**config.mk**
```make
export PLATFORM = sky130hd
export DESIGN_NAME = mem_stall_ctrl
export DESIGN_NICKNAME = d
export VERILOG_FILES = /design/src/rtl/mem_stall_ctrl.sv
export SDC_FILE = /design/constraint.sdc
export NUM_CORES = 1
export LEC_CHECK = 0
export CELL_PAD_IN_SITES_DETAIL_PLACEMENT = 1
export CELL_PAD_IN_SITES_GLOBAL_PLACEMENT = 2
export CORE_ASPECT_RATIO = 0.7
export CORE_UTILIZATION = 24
export DETAILED_ROUTE_END_ITERATION = 12
export HOLD_SLACK_MARGIN = 0.08
export MAX_ROUTING_LAYER = met4
export PLACE_DENSITY = 0.79
export SLEW_MARGIN = 20
export SYNTH_ARGS = -nofsm -noshare
export SYNTH_HDL_FRONTEND = slang
export SYNTH_SLANG_ARGS = --single-unit
export TNS_END_PERCENT = 100
```
**constraint.sdc**
```tcl
create_clock -name clk -period 2 [get_ports clk]
set_clock_uncertainty 0.1 [all_clocks]
set_input_delay 0.3 -clock clk [delete_from_list [all_inputs] [get_ports clk]]
set_output_delay 0.3 -clock clk [all_outputs]
set_load 0.005 [all_outputs]
```
**src/rtl/mem_stall_ctrl.sv**
```systemverilog
// Data-memory stall controller: issues one access at a time, stalls the pipe while
// it is outstanding, and parks in HALTED or a sticky ERROR state until reset.
module mem_stall_ctrl #(
  parameter int TIMEOUT = 64
) (
  input  logic        clk,
  input  logic        rst,
  input  logic        mem_en,
  input  logic        mem_write,
  input  logic [15:0] addr,
  input  logic        halt,
  input  logic        mem_done,
  input  logic        mem_err,
  output logic        mem_start,
  output logic        mem_wr,
  output logic        stall_pipe,
  output logic        wb_bubble,
  output logic        mem_misalign,
  output logic        err,
  output logic        busy
);

  typedef enum logic [1:0] {
    S_IDLE   = 2'd0,
    S_WAIT   = 2'd1,
    S_HALTED = 2'd2,
    S_ERROR  = 2'd3
  } state_t;

  localparam logic [7:0] TIMEOUT_C = 8'(TIMEOUT);

  state_t     state_q, state_d, cur_state;
  logic [7:0] wcnt_q, wcnt_d;
  logic       err_q, err_d;
  logic       busy_q, busy_d;
  logic       aligned_req;
  logic       unused_addr;

  // Only the alignment bit matters here; the rest of the address goes to memory directly.
  assign unused_addr = ^addr[15:1];

  always_comb begin
    // A stale state may still be registered while rst is high; behave as IDLE meanwhile.
    cur_state    = rst ? S_IDLE : state_q;
    aligned_req  = mem_en & ~addr[0];
    mem_misalign = mem_en & addr[0];
    mem_start    = 1'b0;
    stall_pipe   = 1'b0;
    wb_bubble    = 1'b0;
    state_d      = cur_state;
    wcnt_d       = wcnt_q;

    case (cur_state)
      S_IDLE: begin
        wcnt_d    = 8'd0;
        mem_start = aligned_req;
        if (mem_misalign) begin
          state_d    = S_ERROR;
          stall_pipe = 1'b1;
          wb_bubble  = 1'b1;
        end else if (aligned_req) begin
          if (mem_err) begin
            state_d    = S_ERROR;
            stall_pipe = 1'b1;
            wb_bubble  = 1'b1;
          end else if (mem_done) begin
            // Single-cycle hit: the stage advances, so a pending halt may take effect now.
            state_d = halt ? S_HALTED : S_IDLE;
          end else begin
            state_d    = S_WAIT;
            wcnt_d     = 8'd1;
            stall_pipe = 1'b1;
            wb_bubble  = 1'b1;
          end
        end else if (halt) begin
          state_d = S_HALTED;
        end
      end

      S_WAIT: begin
        stall_pipe = ~mem_done;
        wb_bubble  = ~mem_done;
        if (mem_err) begin
          state_d = S_ERROR;
          wcnt_d  = 8'd0;
        end else if (mem_done) begin
          state_d = S_IDLE;
          wcnt_d  = 8'd0;
        end else if (wcnt_q == TIMEOUT_C) begin
          state_d = S_ERROR;
          wcnt_d  = 8'd0;
        end else begin
          wcnt_d = (wcnt_q == 8'hFF) ? wcnt_q : wcnt_q + 8'd1;
        end
      end

      S_HALTED: begin
        stall_pipe = 1'b1;
        if (mem_misalign) begin
          state_d = S_ERROR;
        end
      end

      S_ERROR: begin
        stall_pipe = 1'b1;
        wb_bubble  = 1'b1;
      end

      default: begin
        stall_pipe = 1'b1;
        wb_bubble  = 1'b1;
        state_d    = S_ERROR;
      end
    endcase

    mem_wr = mem_start & mem_write;
    err_d  = err_q | (state_d == S_ERROR);
    busy_d = (state_d == S_WAIT);
  end

  always_ff @(posedge clk) begin
    if (rst) begin
      state_q <= S_IDLE;
      wcnt_q  <= 8'd0;
      err_q   <= 1'b0;
      busy_q  <= 1'b0;
    end else begin
      state_q <= state_d;
      wcnt_q  <= wcnt_d;
      err_q   <= err_d;
      busy_q  <= busy_d;
    end
  end

  assign err  = err_q;
  assign busy = busy_q;

endmodule

```
==> Word-level counts from Yosys, hierarchy flattened <==
Index checks and enable logic that the tools add are counted.
W data, S select, Z words.
{ "classes": {"n_div": 0, "order_cmp": 0, "eq_ne": 8, "mul": 0, "shift": 0, "mux": 28, "n_addsub": 1, "n_reduce_logical": 4, "bitwise_logic": 6} }
{ "ops": {"columns": ["operator", "n"], "rows": [
  ["$mux W8", 4],
  ["$mux W2", 11],
  ["$pmux W8 S2", 1],
  ["$mux W1", 9],
  ["$add A8 B1 Y8 const B", 1],
  ["$eq A8 B7 Y1 const B", 1],
  ["$eq A8 B8 Y1 const B", 1],
  ["$eq A2 B2 Y1 const B", 3],
  ["$pmux W1 S3", 2],
  ["$pmux W2 S3", 1],
  ["$ne A5 B5 Y1 const B", 1],
  ["$eq A2 B1 Y1 const B", 2],
  ["$and A1 B1 Y1", 3],
  ["$logic_not A2 Y1", 1],
  ["$not A1 Y1", 2],
  ["$reduce_and A2 Y1", 1],
  ["$reduce_bool A2 Y1", 1],
  ["$reduce_or A2 Y1", 1],
  ["$or A1 B1 Y1", 1]
]} }
{ "word_totals": {"mem_count": 0, "in_bits": 23, "ramBits": 0, "ff_bits": 12, "mem_bits_ro": 0, "latch_bits": 0, "wordCells": 51} }

==> Logic depth before layout (Yosys ltp) <==
{ "logic_depth": {"ltp_word": 8, "mapped_depth": 6, "ltp_nobuf": 6} }

==> Worst setup path after synthesis <==
No wires, ideal clock.
{ "synth_timing": {"path_type": "register -> register", "startpoint": "register wcnt_q[0]", "endpoint": "register wcnt_q[7]", "setup_slack_ps": 347, "arrival_ps": 1492, "synth_period_minus_slack_ps": 1653, "path_stages_with_launch": 7, "path_cell_list": "dfxtp_1 -> inv_1 -> ha_1 -> nand4bb_2 -> o211ai_1 -> or4_1 -> nand3_1"} }
{ "synth_between": {"elab_chain_cells": 6} }
{ "synth_rtl": {"columns": ["element", "line_no", "rtl"], "rows": [
  ["start, declared", "33", "logic [7:0] wcnt_q, wcnt_d;"],
  ["start signal, assigned", "129", "wcnt_q <= wcnt_d;"],
  ["$add A8 B1 Y8", "93", "wcnt_d = (wcnt_q == 8'hFF) ? wcnt_q : wcnt_q + 8'd1;"],
  ["$mux W8", "93", null],
  ["$mux W8", "89", "end else if (wcnt_q == TIMEOUT_C) begin"],
  ["$mux W8", "86", "end else if (mem_done) begin"],
  ["$mux W8", "83", "if (mem_err) begin"],
  ["$pmux W8 S2", "53", "case (cur_state)"]
]} }
Several ways; a longest one is shown, not always the timed one. The select of a mux whose other input is x is not followed.
A chain may end at the register's enable or synchronous reset.

==> Worst setup path after layout <==
{ "layout_timing": {"startpoint": "input mem_done", "endpoint": "output stall_pipe"} }
{ "layout_between": {"elab_chain_cells": 5} }
{ "layout_rtl": {"columns": ["element", "line_no", "rtl"], "rows": [
  ["start, declared", "12", "input logic mem_done,"],
  ["$mux W1", "66", "end else if (mem_done) begin"],
  ["$mux W1", "62", "if (mem_err) begin"],
  ["$mux W1", "61", "end else if (aligned_req) begin"],
  ["$mux W1", "57", "if (mem_misalign) begin"],
  ["$pmux W1 S3 (*)", "53", null],
  ["end, declared", "16", "output logic stall_pipe,"]
]} }
Every way passes the cells marked *; elsewhere a longest branch is shown, timed or not.

==> metrics.yaml <==
io_pins: 30
cts_tree: "done"
vias: 852
core_area_um2: 3170
hold_slack_ns: 0.430
fmax_mhz: 521
slew_viol_final: 0
clk_pin_slew_worst_paths_ns: 0.05
critical_path.most_common_cell: "buf_4"
leakage_nw: 0.537
crit_arrival_ns: 1.52
yosysTopAreaCell: "dfxtp_1"
min_from: "wcnt_q[1]$_SDFFE_PP0P_"
routabilityCongestion: 0.738
drc: 2
seqCellArea_um2: 241
crit_fanout: 2
period_minus_slack_ns: 1.92
grt_pass1_wl_mm: 4.21
rr_startpoint: "wcnt_q[0]$_SDFFE_PP0P_"
critPathCaptureType: "primary output"
synth_edf_count: 0
clockRootBuffer: "clkbuf_8"
fp.dieArea_um2: 3610
slowest_stage: "o22a_1"
synthArstFlopShare_pct: 0
cts.sinks: 12
timing.final.crit_share_pct: 96.0
cts-buffers-inserted: 3
status: "complete, but fails checks"
multi_input_area_um2: 547
insertion_delay_ns: 0.24
synth_area_um2: 808
hp-class: "flip-flop to flip-flop"
start_kind: "input port"
violations: "design-rule violations"
pre_cts_slack_ns: -0.369
netlist_instances: 91
totalWireLength_mm: 2.57
yosysSeqAreaShare_pct: 29.7
grtUsageTotal_pct: 16.1
initial_utilization_pct: 25.5
first_pass_iters: 7
grt_max_degree: 8
grt.overflow.total: 0
slew_headroom_pct: 76.3
ys_ff_latch: 12
hold_violations: 0
synth_cell_types: 43
wire_per_inst_um: 15.4
syn_avg_cell_area_um2: 8.88
fp.dieW_um: 71.4
peakVddDrop_mv: 0.406
worst_slew_pin_slew_ns: 0.354
die_h_um: 50.6
synth_top_area_share_pct: 29.7
yosysWarnings: 0
cp_cell_sequence: "clkdlybuf4s15_1 > nor3b_4 > o22a_1 > a31oi_2 > buf_4 > buf_4 > dlygate4sd2_1"
layout_setup_ws_ns: 0.0804
place_hpwl_mm: 2.04
crit_buf_inv: 4
cpPeakStageDelay_ns: 0.22
synth_ff_type: "dfxtp_1"
layout-drive-gt1-share_pct: 32.6
clockBufferDepth: 2
setup_viol: 0
ant_nets: 0
area_growth_pct: 50.2
cts_htree_levels: 1
synth_nets: 116
required_ns: 1.60
maxCapViolations: 0
worstSetupStartpoint: "mem_done"
p_per_area_nw_per_um2: 595
numPortBuffers: 14
fill_cells: 373
drt-initial-drc-count: 8
grt_pass1_vias: 855
num_antenna_cells: 0
num_rows: 17
crit_type: "input port to primary output"
post_drt_via_cell_ratio: 5.10
antenna_found_initial: 0
path_delay_family: "buffers and inverters"
synth.area.top_cells: "dfxtp_1 30%, nor2_1 4.2%, nand3_1 3.7%"
final_nets: 155
-- routing by layer --
layer / part of all wire [%] / vias to the layer above / GRT usage (%)
met4: 0.47 / 0 / 4.00
li1: - / 423 / -
met5: 0 / - / -
met2: 42 / 12 / 22.5
met3: 2.6 / 2 / 2.81
met1: 55 / 415 / 23.6
-- cells in the final DEF, fill, tap and decap left out, types with 3 or more instances in the layout --
cell type and instances:
buf_4 22, dlygate4sd2_1 4, inv_1 4, and2_1 3, a21oi_1 4, nor3_1 3
clkdlybuf4s50_1 5, nand3_1 6, nor2_1 8, and3_1 4, dfxtp_1 11, clkbuf_8 4
-- state kept, by name (all words and copies together) (netlist names) --
register  count
busy          1
err           1
state_q       2
wcnt_q        8
-- final cells by class --
| class | instances | share of cell area (%) |
|---|---|---|
| well taps | 38 | 3.92 |
| flip-flops and latches | 12 | 19.9 |
| inverters | 5 | 1.55 |
| clock buffers | 4 | 4.54 |
| multi-input cells | 71 | 45.1 |
| repair buffers | 37 | 25.1 |
-- tightest hold or removal path: stages (launching register included) --
cell and delay (ns):
dfxtp_1 0.35, nand3_1 0.08, o21ai_1 0.05
-- cells by family (layout without fill, tap and decap cells) --
| logic type | after synthesis | after routing | share of synthesized area (%) |
|---|---|---|---|
| and+or+nand+nor | 39 | 39 | 30.2 |
| AOI/OAI and AO/OA | 28 | 28 | 29.7 |
| DFF | 12 | 12 | 29.7 |
| buffers and inverters | 8 | 46 | 5.11 |
| adders and majority gates | 2 | 2 | 3.10 |
| xor gates and xnor gates | 2 | 2 | 2.17 |
-- power breakdown --
group,switching (W),internal [W],leakage [nW],total (W)
clock network,0.0000863,0.000174,0.0288,0.000260
logic,0.0000918,0.000110,0.411,0.000202
registers,0.0000100,0.000250,0.0978,0.000260
-- stage by stage --
step / area (um^2) / power, W / utilization, % / TNS (ns) / std cells
2_1_floorplan: 808 / 0.000352 / - / 0 / 91
3_3_place_gp: 1120 / 0.000453 / 35.5 / -1.32 / 160
3_5_place_dp: 1120 / 0.000458 / 35.5 / -1.68 / 160
4_1_cts: 1200 / 0.000730 / 37.9 / 0 / 167
5_1_grt: 1210 / 0.000766 / 38.3 / -0.0100 / 167
6_report: 1210 / 0.000723 / 38.3 / 0 / 167
-- what timing repair did --
item,4_1_cts,5_1_grt
setup buffers,3,0
gates resized for setup,16,7
endpoints found under the hold margin,0,0
pin swaps,1,2
setup endpoints to repair,5,3
hold buffers,0,0
-- worst paths after layout --
kind,to,slack (ns),cells past startpoint
max,stall_pipe,0.08,7
max reg2reg,wcnt_q[5]$_SDFFE_PP0P_,0.21,6
min reg2reg,wcnt_q[1]$_SDFFE_PP0P_,0.43,2
min,wcnt_q[1]$_SDFFE_PP0P_,0.43,2
-- cell usage after synthesis (2+ instances only) --
cell type,n
a21oi_1,4
a31oi_1,2
inv_1,5
o211ai_1,2
nor3b_1,2
o22ai_1,2
ha_1,2
a22o_1,2
and3_1,4
nor2_1,9
xnor2_1,2
nor2b_1,2
a211oi_1,2
nor3_1,3
nand3_1,6
dfxtp_1,12
nand2_1,2
and2_1,3
Note: power is estimated with default switching activity, not from simulation.
